$ cat src/rtl/decode_stage.sv
// decode_stage: splits raw instruction words into registered fields behind a
// 2-entry skid buffer with valid/ready handshakes, flush and a decode counter.
module decode_stage #(
  parameter int OPC_W   = 5,
  parameter int REG_W   = 4,
  parameter int PAD_W   = 2,
  parameter int XLEN    = 16,
  parameter int NUM_OPS = 20,
  parameter int CNT_W   = 16,
  localparam int INSTR_W = OPC_W + 3*REG_W + PAD_W,
  localparam int IMM_W   = 2*REG_W + PAD_W,
  localparam int ADDR_W  = INSTR_W - OPC_W
) (
  input  logic               clk,
  input  logic               rst_n,
  input  logic               flush,
  input  logic               imm_signed,
  input  logic               in_valid,
  output logic               in_ready,
  input  logic [INSTR_W-1:0] in_instr,
  output logic               out_valid,
  input  logic               out_ready,
  output logic [OPC_W-1:0]   opcode,
  output logic [REG_W-1:0]   rd,
  output logic [REG_W-1:0]   rs1,
  output logic [REG_W-1:0]   rs2,
  output logic [XLEN-1:0]    imm,
  output logic [ADDR_W-1:0]  addr,
  output logic               illegal,
  output logic [CNT_W-1:0]   dec_count
);
  localparam int B = OPC_W + 3*REG_W + XLEN + ADDR_W + 1;
  logic [B-1:0] dec, main_q, main_d, skid_q, skid_d;
  logic main_v_q, main_v_d, skid_v_q, skid_v_d, rdy_q, in_hs, out_hs;
  logic [CNT_W-1:0] cnt_q;
  logic [OPC_W-1:0] opc;
  logic [IMM_W-1:0] raw;
  assign opc = in_instr[INSTR_W-1 -: OPC_W];
  assign raw = in_instr[IMM_W-1:0];
  // bundle layout matches the output concatenation below
  assign dec = {opc, in_instr[INSTR_W-OPC_W-1 -: 3*REG_W],
                imm_signed ? XLEN'($signed(raw)) : XLEN'(raw),
                in_instr[ADDR_W-1:0], 32'(opc) >= NUM_OPS};
  assign in_hs  = in_valid & rdy_q;
  assign out_hs = main_v_q & out_ready;
  always_comb begin
    main_v_d = flush ? 1'b0 : out_hs ? (skid_v_q | in_hs) : (main_v_q | in_hs);
    skid_v_d = !flush && !out_hs && (skid_v_q || (in_hs && main_v_q));
    main_d   = out_hs ? (skid_v_q ? skid_q : dec) : (main_v_q ? main_q : dec);
    skid_d   = skid_v_q ? skid_q : dec;
  end
  always_ff @(posedge clk) begin
    if (!rst_n) begin
      main_q   <= '0;
      skid_q   <= '0;
      main_v_q <= 1'b0;
      skid_v_q <= 1'b0;
      rdy_q    <= 1'b1;
      cnt_q    <= '0;
    end else begin
      main_q   <= main_d;
      skid_q   <= skid_d;
      main_v_q <= main_v_d;
      skid_v_q <= skid_v_d;
      rdy_q    <= !skid_v_d;
      cnt_q    <= cnt_q + CNT_W'(out_hs);
    end
  end
  assign {opcode, rd, rs1, rs2, imm, addr, illegal} = main_q;
  assign in_ready  = rdy_q;
  assign out_valid = main_v_q;
  assign dec_count = cnt_q;
endmodule
$ cat config.mk
export PLATFORM = sky130hd
export DESIGN_NAME = decode_stage
export DESIGN_NICKNAME = d
export VERILOG_FILES = /design/src/rtl/decode_stage.sv
export SDC_FILE = /design/constraint.sdc
export NUM_CORES = 1
export LEC_CHECK = 0
export BUFFER_PORTS_ARGS = -buffer_cell sky130_fd_sc_hd__buf_2
export CORE_AREA = 2 2 112 87
export DETAILED_ROUTE_END_ITERATION = 8
export DIE_AREA = 0 0 114 89
export HOLD_SLACK_MARGIN = 0.03
export PLACE_DENSITY = 0.78
export RECOVER_POWER = 25
export SYNTH_ARGS = -nofsm -noshare
export SYNTH_HDL_FRONTEND = slang
export SYNTH_SLANG_ARGS = --single-unit
$ cat constraint.sdc
create_clock -name clk -period 1.98 [get_ports clk]
set_input_delay 0.495 -clock clk [delete_from_list [all_inputs] [get_ports clk]]
set_output_delay 0.495 -clock clk [all_outputs]
set_load 0.02 [all_outputs]
# ---- Word-level counts from Yosys, hierarchy flattened
# Index checks and enable logic that the tools add are counted.
dict set report word_totals {
  ff_bits 115
  latch_bits 0
  ram_bits 0
  rom_bits 0
  in_bits 25
  out_inout_bits 66
  word_cells 27
  n_memories 0
}
dict set report op_classes {
  addsub 1
  n_mul 0
  n_div 0
  n_lt_le_gt_ge 1
  n_eq_ne 1
  n_shift 0
  n_mux 5
  bitwise 5
  reduce_logical 8
}
# operator count
set ops {}
lappend ops {{two-way mux 48 bit} 3}
lappend ops {{adder 16 x 1 -> 16 bit} 1}
lappend ops {{two-way mux 16 bit} 1}
lappend ops {{greater-or-equal comparator 5 bit, second input constant} 1}
lappend ops {{logical AND 1 bit} 3}
lappend ops {{zero test 1 bit} 3}
lappend ops {{AND 1 bit} 2}
lappend ops {{inequality test 2 x 1 -> 1 bit, second input constant} 1}
lappend ops {{OR 1 bit} 2}
lappend ops {{OR reduction 2 bit} 1}
lappend ops {{logical OR 1 bit} 1}
lappend ops {{two-way mux 1 bit} 1}
lappend ops {{NOT 1 bit} 1}

# ---- Depth between registers and ports, before layout
# Gate-level depths: netlist of run 1.
dict set report logic_depth {
  depth_word 5
  mapped_depth 8
  mapped_depth_nobuf 7
}

# ---- Worst setup path before layout of run 1
# OpenSTA, ideal clock, no wires.
dict set report synth_timing {
  path_kind {input port to flip-flop}
  start {in out_ready}
  end {reg cnt_q[13] (netlist: dec_count[13])}
  setup_time_ns 0.070
  arrival_ns 2.007
  required_ns 1.910
  slack_ns -0.098
  path_stages 8
  n_path_buf 1
  path_cell_list {clkbuf_1 -> nand2_1 -> inv_1 -> ha_1 -> nand3_1 -> or2_2 -> or4_1 -> a21oi_1}
}
dict set report synth_between {
  elab_chain_len 2
}
# item line
set synth_lines {}
lappend synth_lines {{from (decl)} 22} ;# input logic out_ready,
lappend synth_lines {{AND 1 bit} 45} ;# assign out_hs = main_v_q & out_ready;
lappend synth_lines {{adder 16 x 1 -> 16 bit} 66} ;# cnt_q <= cnt_q + CNT_W'(out_hs);
lappend synth_lines {{to (signal assigned)} 66}
lappend synth_lines {{to (decl)} 35} ;# logic [CNT_W-1:0] cnt_q;
# Every way passes these cells.
# A chain may end at the register's enable or synchronous reset.

# ---- Worst setup path after layout of run 1
dict set report layout_timing {
  start {reg main_v_q (netlist: out_valid)}
  end {out out_valid}
}
# item line
set layout_lines {}
lappend layout_lines {{from (decl)} 34} ;# logic main_v_q, main_v_d, skid_v_q, skid_v_d, rdy_q, in_hs, out_hs;
lappend layout_lines {{from (signal assigned)} 63} ;# main_v_q <= main_v_d;
lappend layout_lines {{to (decl)} 21} ;# output logic out_valid,
# No word-level cell between the ends.

==> flow_summary.yaml, run 1 <==
place:
  dp_cells: 690
  placed_area_sq_um: 4926
  port_buffers: 90
  place.gp.congestion: 0.8662
  post-dp-hpwl_um: 7204
  dp_slack_ns: 0.009998
drt:
  antenna_left: 0
  first_pass_iters: 5
  drt_wl_total_um: 10940
  drt-initial-drc-count: 388
  routed-via-count: 4054
  viasPerCell: 5.615
  wire_per_inst_um: 15.16
  drc: 0
synthesis:
  synth_commonest_cells: "dfxtp_1, a21oi_1, nand2_1"
  synth-seq-cells: 115
  yosys.area.top_type: "dfxtp_1"
  post-synth-top-count-cell: "dfxtp_1"
  synth-edff-count: 0
  synth_top_family_by_area: "compound AO/OA/AOI/OAI gates"
  yosys.area_share.simple_pct: 16.15
  ys_async_sr_fraction_pct: 0
  synth_seq_area_share_pct: 52.77
  syn_inst: 512
  ys_top_cells_by_area: "dfxtp_1, a21oi_1, o21ai_0"
  synth.area.mux_share_pct: 1.377
  netlist_area_sq_um: 4363
  synth-compound-area-share_pct: 23.49
  ys.flop_type: "dfxtp_1"
  synth_xor_area_share_pct: 1.606
  ys_warn_count: 0
  synth_nets: 539
  syn_avg_cell_area_sq_um: 8.521
  synth_cell_types: 35
  synth_top_area_share_pct: 52.77
  synth-adder-area-share_pct: 0.5736
sta:
  min_period_ns: 1.809
  hold_ws_ns: 0.3367
  setup_viol: 0
  rsz0062_at_grt: "no"
  hold_viol_final: 0
  worst_slack_ns: 0.1712
  finalClockSkew_ns: 0.004999
  worst_pin_slew_ns: 0.8201
  slew_headroom_pct: 45.12
  max_freq_ghz: 0.5529
  finalSetupTns_ns: 0
  slew_violations: 0
  fin_crit_sh_pct: 91.35
grt:
  grt_start_max_net_pins: 47
  overflow: 0
  antenna_found_initial: 0
  grtUsageTotal_pct: 22.47
  grt_pass1_vias: 3847
  met3_usage_pct: 4.678
  met1_usage_pct: 28.89
  grt_pass1_wl_um: 17940
  busiest_layer: "met2"
  use_met2_pct: 36.80
worst_setup_path:
  reg2reg_slack_ns: 0.24
  critPathMaxFanout: 28
  worstReg2RegStart: "skid_v_q$_SDFF_PN0_"
  crit_type: "reg2out"
  rr_worst_depth: 3
  cpPeakStageDelay_ns: 0.34
  critPathCaptureType: "output pin"
  arrival_ns: 1.31
  worstReg2RegEnd: "main_q[15]$_SDFFE_PN0P_"
  required_ns: 1.48
  critPathTopFamily: "buffers and inverters"
  crit_path_cell_trace: "buf_4 > buf_2"
  critPathBufInv: 2
  critical-path-slowest-cell: "dfxtp_1"
  startpoint_type: "flop"
layout:
  antenna_cells: 0
  fin_cells: 722
  fin_util_pct: 61.92
  final_nets: 624
  final_area_sq_um: 5532
  fillerInstances: 769
  layout-drive-gt1-share_pct: 22.95
  areaGrowthSynthToFinish_pct: 26.79
cts:
  clkTransAtPathRegs_ns: 0.05
  tritoncts: "done"
  root_buffer: "clkbuf_16"
  ctsHtreeMaxLevel: 4
  cts_buffers: 17
  insertion_delay_ns: 0.40
  clock-sinks: 115
  clockBufferDepth: 2
  postCtsHoldBufs: 0
  cts_resized: 0
  post_cts_buffers: 0
worst_hold_path:
  holdPathStages: 3
  hold_class: "in2reg"
  min_to: "main_q[43]$_SDFFE_PN0P_"
  hold_start: "in_instr[14]"
power_and_ir_drop:
  ir_drop_mv: 0.6529
  p_leak_nw: 2.338
  p_total_mw: 6.040
  pwr_density_cell_nw_per_um2: 1092
floorplan:
  std_cell_rows: 30
  dieArea_sq_um: 10150
  initial_utilization_pct: 48.84
  die_w_um: 114
  ioPinCount: 91
  chipHeight_um: 89
  coreArea_sq_um: 8934
run:
  drv_cap: 0
run_status:
  status: "finished, final reports clean"
-- report_power, final --
group | leakage [nW] | switching (mW) | internal, mW
combinational | 1.09 | 0.308 | 0.167
sequential | 0.951 | 0.0623 | 2.44
clock | 0.294 | 1.02 | 2.04
total | 2.34 | 1.39 | 4.65
-- flip-flops by register name, summed over array words and instances, names as in the netlist --
name,cells
dec_count,16
in_ready,1
main_q,48
out_valid,1
skid_q,48
skid_v_q,1
-- placed cells by master, fill, tap and decap left out, types with 2 or more instances in the layout --
| cell type | n |
|---|---|
| xnor2_1 | 5 |
| a21o_1 | 2 |
| clkinv_2 | 3 |
| nand3_1 | 8 |
| o221ai_1 | 6 |
| buf_2 | 90 |
| nand4_1 | 2 |
| o21ai_0 | 44 |
| nor4_1 | 2 |
| nor3_1 | 2 |
| o21a_1 | 3 |
| a22oi_1 | 11 |
| a21oi_1 | 79 |
| nor2_1 | 49 |
| or3_1 | 4 |
| clkbuf_16 | 17 |
| nand2b_1 | 17 |
| nand2_1 | 57 |
| mux2i_1 | 6 |
| xor2_1 | 3 |
| clkbuf_8 | 6 |
| and2_1 | 2 |
| o22a_1 | 4 |
| bufinv_16 | 2 |
| and2_0 | 3 |
| clkinvlp_4 | 3 |
| inv_1 | 7 |
| ha_1 | 2 |
| o22ai_1 | 30 |
| dfxtp_1 | 115 |
| buf_4 | 12 |
| or4_1 | 2 |
-- worst min-delay path, stage by stage --
cell	delay, ns
buf_2	0.09
nand3_1	0.06
o21ai_0	0.06
-- logic make-up (layout without fill, tap and decap cells) --
group	count (synthesis)	count (layout)
compound gates	181	181
simple gates	154	154
flops	115	115
buf+inv	46	144
xor+xnor	8	8
mux	6	6
fa+ha+maj	2	2
-- routing by layer --
metal | share of wire, % | wire [um]
met3 | 5.7 | 619
met5 | 0 | 0
met1 | 46 | 5075
met2 | 46 | 5060
met4 | 1.7 | 188
-- layout make-up --
| type | count | area [sq um] | share of cell area, % |
|---|---|---|---|
| flip-flops and latches | 115 | 2302 | 41.62 |
| multi-input cells | 351 | 1884 | 34.06 |
| repair buffers | 104 | 565.5 | 10.22 |
| clock buffers | 24 | 511.7 | 9.251 |
| well taps | 112 | 140.1 | 2.533 |
| clock inverters | 8 | 97.59 | 1.764 |
| inverters | 8 | 30.03 | 0.5429 |
-- how the worst max path moves through the flow --
stage / from / endpoint / slack [ns] / cells after the start
final: out_valid$_SDFF_PP0_ / out_valid / 0.17 / 2
after detailed placement: out_ready / dec_count[13]$_SDFF_PN0_ / 0.01 / 8
after CTS: out_valid$_SDFF_PP0_ / out_valid / 0.15 / 2
after floorplan: out_valid$_SDFF_PP0_ / dec_count[13]$_SDFF_PN0_ / 0.02 / 8
after global placement: out_ready / dec_count[13]$_SDFF_PN0_ / 0.10 / 8
after global routing: skid_v_q$_SDFF_PN0_ / main_q[1]$_SDFFE_PN0P_ / 0.10 / 3
Power figures use the tool's default switching activity.
==> run 2: changes to the inputs <==
--- a/config.mk
+++ b/config.mk
@@ -10,7 +10,7 @@
 export DETAILED_ROUTE_END_ITERATION = 8
 export DIE_AREA = 0 0 114 89
 export HOLD_SLACK_MARGIN = 0.03
-export PLACE_DENSITY = 0.78
+export PLACE_DENSITY = 0.75
 export RECOVER_POWER = 25
 export SYNTH_ARGS = -nofsm -noshare
 export SYNTH_HDL_FRONTEND = slang
==> run 2 against run 1 <==
  * Non-clock buffer count shrank 1
  * Sequential power is essentially flat
  * Setup slack lost 0.014 ns
  * Flip-flop and latch count is the same
  * Hold slack gained 0.014 ns
  * Routed wire length grew 0.38%
==> flow_summary.yaml, run 2 (synthesized netlist as in run 1, its figures left out) <==
drt:
  routed-via-count: 4030
  first_pass_iters: 5
  drc: 0
  dr_wl_met2_um: 5028
  wl_met1_um: 5019
  drt_wl_total_um: 10990
  wl_met3_um: 782
  viasPerCell: 5.597
  antenna_left: 0
  drt-initial-drc-count: 337
  highest_layer: "met4"
  wire_per_inst_um: 15.26
cts:
  clockBufferDepth: 2
  clkTransAtPathRegs_ns: 0.05
  tritoncts: "done"
  insertion_delay_ns: 0.40
  post_cts_buffers: 0
  ctsHtreeMaxLevel: 4
  cts_buffers: 17
  clock-sinks: 115
  postCtsHoldBufs: 0
  cts_resized: 0
  root_buffer: "clkbuf_16"
sta:
  worst_slack_ns: 0.1573
  slew_violations: 0
  hold_ws_ns: 0.3511
  worst_pin_slew_ns: 0.8736
  hold_viol_final: 0
  rsz0062_at_grt: "no"
  setup_viol: 0
  max_freq_ghz: 0.5486
  finalClockSkew_ns: 0.008130
  min_period_ns: 1.823
  slew_headroom_pct: 41.54
  fin_crit_sh_pct: 92.06
power_and_ir_drop:
  clkPwrFrac_pct: 50.1
  pwr-share-seq_pct: 41.9
  power_report.internal_total_mw: 4.576
  ir_drop_mv: 0.7126
  p_comb_share_pct: 7.9
  power.switching_mw: 1.392
  pwr_density_cell_nw_per_um2: 1084
  p_leak_nw: 2.331
  p_sw_share_pct: 23.33
run_status:
  status: "finished, final reports clean"
layout:
  most-common-layout-cells: "dfxtp_1, buf_2, a21oi_1"
  final_common_cell: "dfxtp_1"
  final_nets: 623
  areaGrowthSynthToFinish_pct: 26.18
  layout-drive-gt1-share_pct: 22.70
  antenna_cells: 0
place:
  post-dp-hpwl_um: 7279
  dp_slack_ns: -0.03331
  place.gp.congestion: 0.8983
  port_buffers: 90
floorplan:
  initial_utilization_pct: 48.84
  die_w_um: 114
  coreArea_sq_um: 8934
  ioPinCount: 91
  chipHeight_um: 89
  std_cell_rows: 30
  dieArea_sq_um: 10150
grt:
  grtUsageTotal_pct: 22.35
  antenna_found_initial: 0
  grt_pass1_vias: 3827
  grt_pass1_wl_um: 17840
  grt_start_max_net_pins: 66
  overflow: 0
worst_setup_path:
  critPathBufInv: 2
  critPathMaxFanout: 28
  required_ns: 1.48
  critical-path-slowest-cell: "dfxtp_1"
  cpPeakStageDelay_ns: 0.35
  arrival_ns: 1.33
  crit_path_cell_trace: "buf_4 > buf_2"
  critPathTopFamily: "buffers and inverters"
  startpoint_type: "flop"
  crit_type: "reg2out"
  critPathCaptureType: "output pin"
worst_hold_path:
  hold_class: "in2reg"
run:
  drv_cap: 0
run 2: changes by cell type in the layout (fill, tap and decap cells not counted), sizes merged:
cell | previous run | this run
clkinvlp | 3 | 2
clkbuf | 25 | 22
clkinv | 3 | 5
run 2: stage by stage:
step | cell area, sq um | std cells | setup TNS, ns | power [mW] | utilization [%]
2_1_floorplan | 4365 | 512 | 0 | 2.839 | -
3_3_place_gp | 4918 | 689 | 0 | 3.000 | 55.06
3_5_place_dp | 4918 | 689 | -0.05585 | 3.018 | 55.06
4_1_cts | 5507 | 720 | 0 | 6.008 | 61.64
5_1_grt | 5505 | 720 | 0 | 6.179 | 61.62
6_report | 5505 | 720 | 0 | 5.968 | 61.62
run 2: power by group through the flow:
stage	logic, mW	clock network (mW)	registers, mW
floorplan	0.223	0	2.62
global placement	0.458	0	2.54
detailed placement	0.471	0	2.55
CTS	0.474	3.03	2.50
global route	0.524	3.14	2.51
finish	0.473	2.99	2.50
run 2: path summary, 6_finish.rpt:
check	start	to	slack, ns	cells past startpoint
worst max-delay path	out_valid$_SDFF_PP0_	out_valid	0.16	2
worst min-delay path	in_instr[14]	main_q[43]$_SDFFE_PN0P_	0.35	3
worst max register to register	skid_v_q$_SDFF_PN0_	main_q[39]$_SDFFE_PN0P_	0.20	4
worst min register to register	skid_q[4]$_SDFF_PN0_	skid_q[4]$_SDFF_PN0_	0.46	2
run 2: area by class of cell:
class / instances / area (sq um)
fill: 759 / 3428
inverter: 8 / 30.03
clock buffer: 22 / 484.2
multi-input combinational: 351 / 1884
sequential: 115 / 2302
clock inverter: 9 / 103.9
timing repair buffer: 103 / 560.5
tap: 112 / 140.1
run 2: metal layers:
metal / track usage [%] / vias up
li1: - / 1974
met1: 29.27 / 1875
met2: 35.66 / 163
met5: 0 / -
met4: 9.202 / 0
met3: 5.898 / 18
run 2: tightest hold or removal path, cell delays in order:
cell,delay (ns)
buf_2,0.09
nand3_1,0.06
o21ai_0,0.07
==> run 3: changes to the inputs <==
--- a/config.mk
+++ b/config.mk
@@ -6,11 +6,12 @@
 export NUM_CORES = 1
 export LEC_CHECK = 0
 export BUFFER_PORTS_ARGS = -buffer_cell sky130_fd_sc_hd__buf_2
-export CORE_AREA = 2 2 112 87
+export CORE_AREA = 2 2 110 86
+export CTS_BUF_LIST = sky130_fd_sc_hd__clkbuf_8
 export DETAILED_ROUTE_END_ITERATION = 8
-export DIE_AREA = 0 0 114 89
+export DIE_AREA = 0 0 112 88
 export HOLD_SLACK_MARGIN = 0.03
-export PLACE_DENSITY = 0.75
+export PLACE_DENSITY = 0.77
 export RECOVER_POWER = 25
 export SYNTH_ARGS = -nofsm -noshare
 export SYNTH_HDL_FRONTEND = slang
==> run 3 against run 2 <==
  * Combinational power is essentially flat
  * Final area shrank 2.0%
  * Setup slack got worse by 0.028 ns
  * Core utilization is 0.19 points lower
  * Clock skew rose by 0.00088 ns
  * Final cell count is 0.28% higher
  * First-iteration DRC count is 2.1% higher
  * Global-route usage fell by 0.27 points
  * Hold slack got worse by 0.0051 ns
  * Sequential share of layout area rose by 0.84 points
  * Register-to-register slack improved by 0.05 ns
  * Critical path type unchanged
  * Largest cell class unchanged
  * Largest power group unchanged
  * Highest routed layer unchanged
==> flow_summary.yaml, run 3 (synthesized netlist as in run 1, its figures left out) <==
floorplan:
  dieArea_sq_um: 9856
  ioPinCount: 91
  chipHeight_um: 88
  die_w_um: 112
  coreArea_sq_um: 8783
  std_cell_rows: 30
  initial_utilization_pct: 49.67
cts:
  cts_buffers: 17
  cts_resized: 0
  post_cts_buffers: 0
  ctsHtreeMaxLevel: 4
  postCtsHoldBufs: 0
  clkTransAtPathRegs_ns: 0.07
  tritoncts: "done"
  insertion_delay_ns: 0.41
  clockBufferDepth: 2
  clock-sinks: 115
  root_buffer: "clkbuf_8"
sta:
  setup_viol: 0
  min_period_ns: 1.851
  slew_headroom_pct: 41.75
  slew_violations: 0
  fin_crit_sh_pct: 93.46
  rsz0062_at_grt: "no"
  finalSetupTns_ns: 0
  hold_viol_final: 0
  finalClockSkew_ns: 0.009008
  max_freq_ghz: 0.5404
  worst_pin_slew_ns: 0.8705
worst_setup_path:
  crit_path_cell_trace: "buf_4 > buf_2"
  arrival_ns: 1.36
  cpPeakStageDelay_ns: 0.36
  startpoint_type: "flop"
  required_ns: 1.48
  critPathMaxFanout: 28
  reg2reg_slack_ns: 0.25
  crit_type: "reg2out"
  critical-path-slowest-cell: "dfxtp_1"
  critPathCaptureType: "output pin"
drt:
  wl_met1_um: 4916
  antenna_left: 0
  wire_per_inst_um: 15.03
  drc: 0
  routed-via-count: 4040
  dr_wl_met2_um: 5092
  drt_wl_total_um: 10850
  first_pass_iters: 5
  wl_met3_um: 761
  highest_layer: "met4"
  viasPerCell: 5.596
  drt-initial-drc-count: 344
layout:
  areaGrowthSynthToFinish_pct: 23.69
  antenna_cells: 0
  multiInputGateArea_sq_um: 1878
  most-common-layout-cells: "dfxtp_1, buf_2, a21oi_1"
  register_area_sq_um: 2302
  fillerInstances: 744
  fin_util_pct: 61.44
  final_area_sq_um: 5396
  final_common_cell: "dfxtp_1"
  final_nets: 626
  layout-drive-gt1-share_pct: 22.95
run:
  drv_cap: 0
place:
  placed_area_sq_um: 4941
  port_buffers: 90
  place.gp.congestion: 0.9044
  post-dp-hpwl_um: 7234
grt:
  grt_pass1_wl_um: 17480
  grt_pass1_vias: 3694
  overflow: 0
  antenna_found_initial: 0
  grt_start_max_net_pins: 42
  grtUsageTotal_pct: 22.09
power_and_ir_drop:
  p_sw_share_pct: 23.16
  p_comb_share_pct: 8.7
  power_report.internal_total_mw: 4.223
  power.switching_mw: 1.273
  pwr-share-seq_pct: 45.4
  pwr_density_cell_nw_per_um2: 1018
  ir_drop_mv: 0.6409
  clkPwrFrac_pct: 45.9
  p_leak_nw: 2.278
run_status:
  status: "finished, final reports clean"
worst_hold_path:
  hold_class: "in2reg"
## run 3: cell count changes in the layout (fill, tap and decap cells not counted), moves of 2 or more
cell	delta
clkinv_2	-2
clkbuf_8	+17
buf_4	+2
and2_1	-2
and2_0	+2
clkbuf_16	-17
bufinv_16	+3
## run 3: critical path: cells and delay by family, from the launching register on
kind | cells | cell delay (ns)
buffers and inverters | 2 | 0.58
flip-flops | 1 | 0.36
## run 3: final cells by class
cell class / instances / share of cell area, %
clock buffers: 21 / 5.356
well taps: 112 / 2.597
multi-input cells: 351 / 34.80
inverters: 8 / 0.5565
repair buffers: 106 / 10.76
flip-flops and latches: 115 / 42.66
clock inverters: 9 / 3.269
## run 3: per-stage QoR
stage | cells | setup slack (ns) | hold slack [ns] | total power, mW
after floorplan | 512 | 0.01501 | 0.4459 | 2.839
after global placement | 692 | 0.1219 | 0.4529 | 2.998
after detailed placement | 692 | -0.02875 | 0.4614 | 3.019
after CTS | 722 | 0.1048 | 0.3261 | 5.524
after global routing | 722 | 0.07186 | 0.3337 | 5.699
final | 722 | 0.1295 | 0.3460 | 5.495
## run 3: worst paths after layout
| kind | from | endpoint | cells after the start |
|---|---|---|---|
| hold / removal | in_valid | out_valid$_SDFF_PP0_ | 3 |
| setup / recovery | out_valid$_SDFF_PP0_ | out_valid | 2 |
| hold reg to reg | skid_q[32]$_SDFF_PN0_ | skid_q[32]$_SDFF_PN0_ | 2 |
| setup reg to reg | out_valid$_SDFF_PP0_ | dec_count[13]$_SDFF_PN0_ | 7 |
## run 3: metal layers
layer	global-route usage [%]	up-vias
li1	-	1974
met1	28.55	1905
met2	36.20	150
met3	6.782	11
met4	6.763	0
met5	0	-
## run 3: power groups by stage
stage	combinational (mW)	sequential [mW]	clock, mW
2_1_floorplan	0.223	2.62	0
3_3_place_gp	0.458	2.54	0
3_5_place_dp	0.473	2.55	0
4_1_cts	0.476	2.50	2.55
5_1_grt	0.522	2.51	2.67
6_report	0.476	2.50	2.52
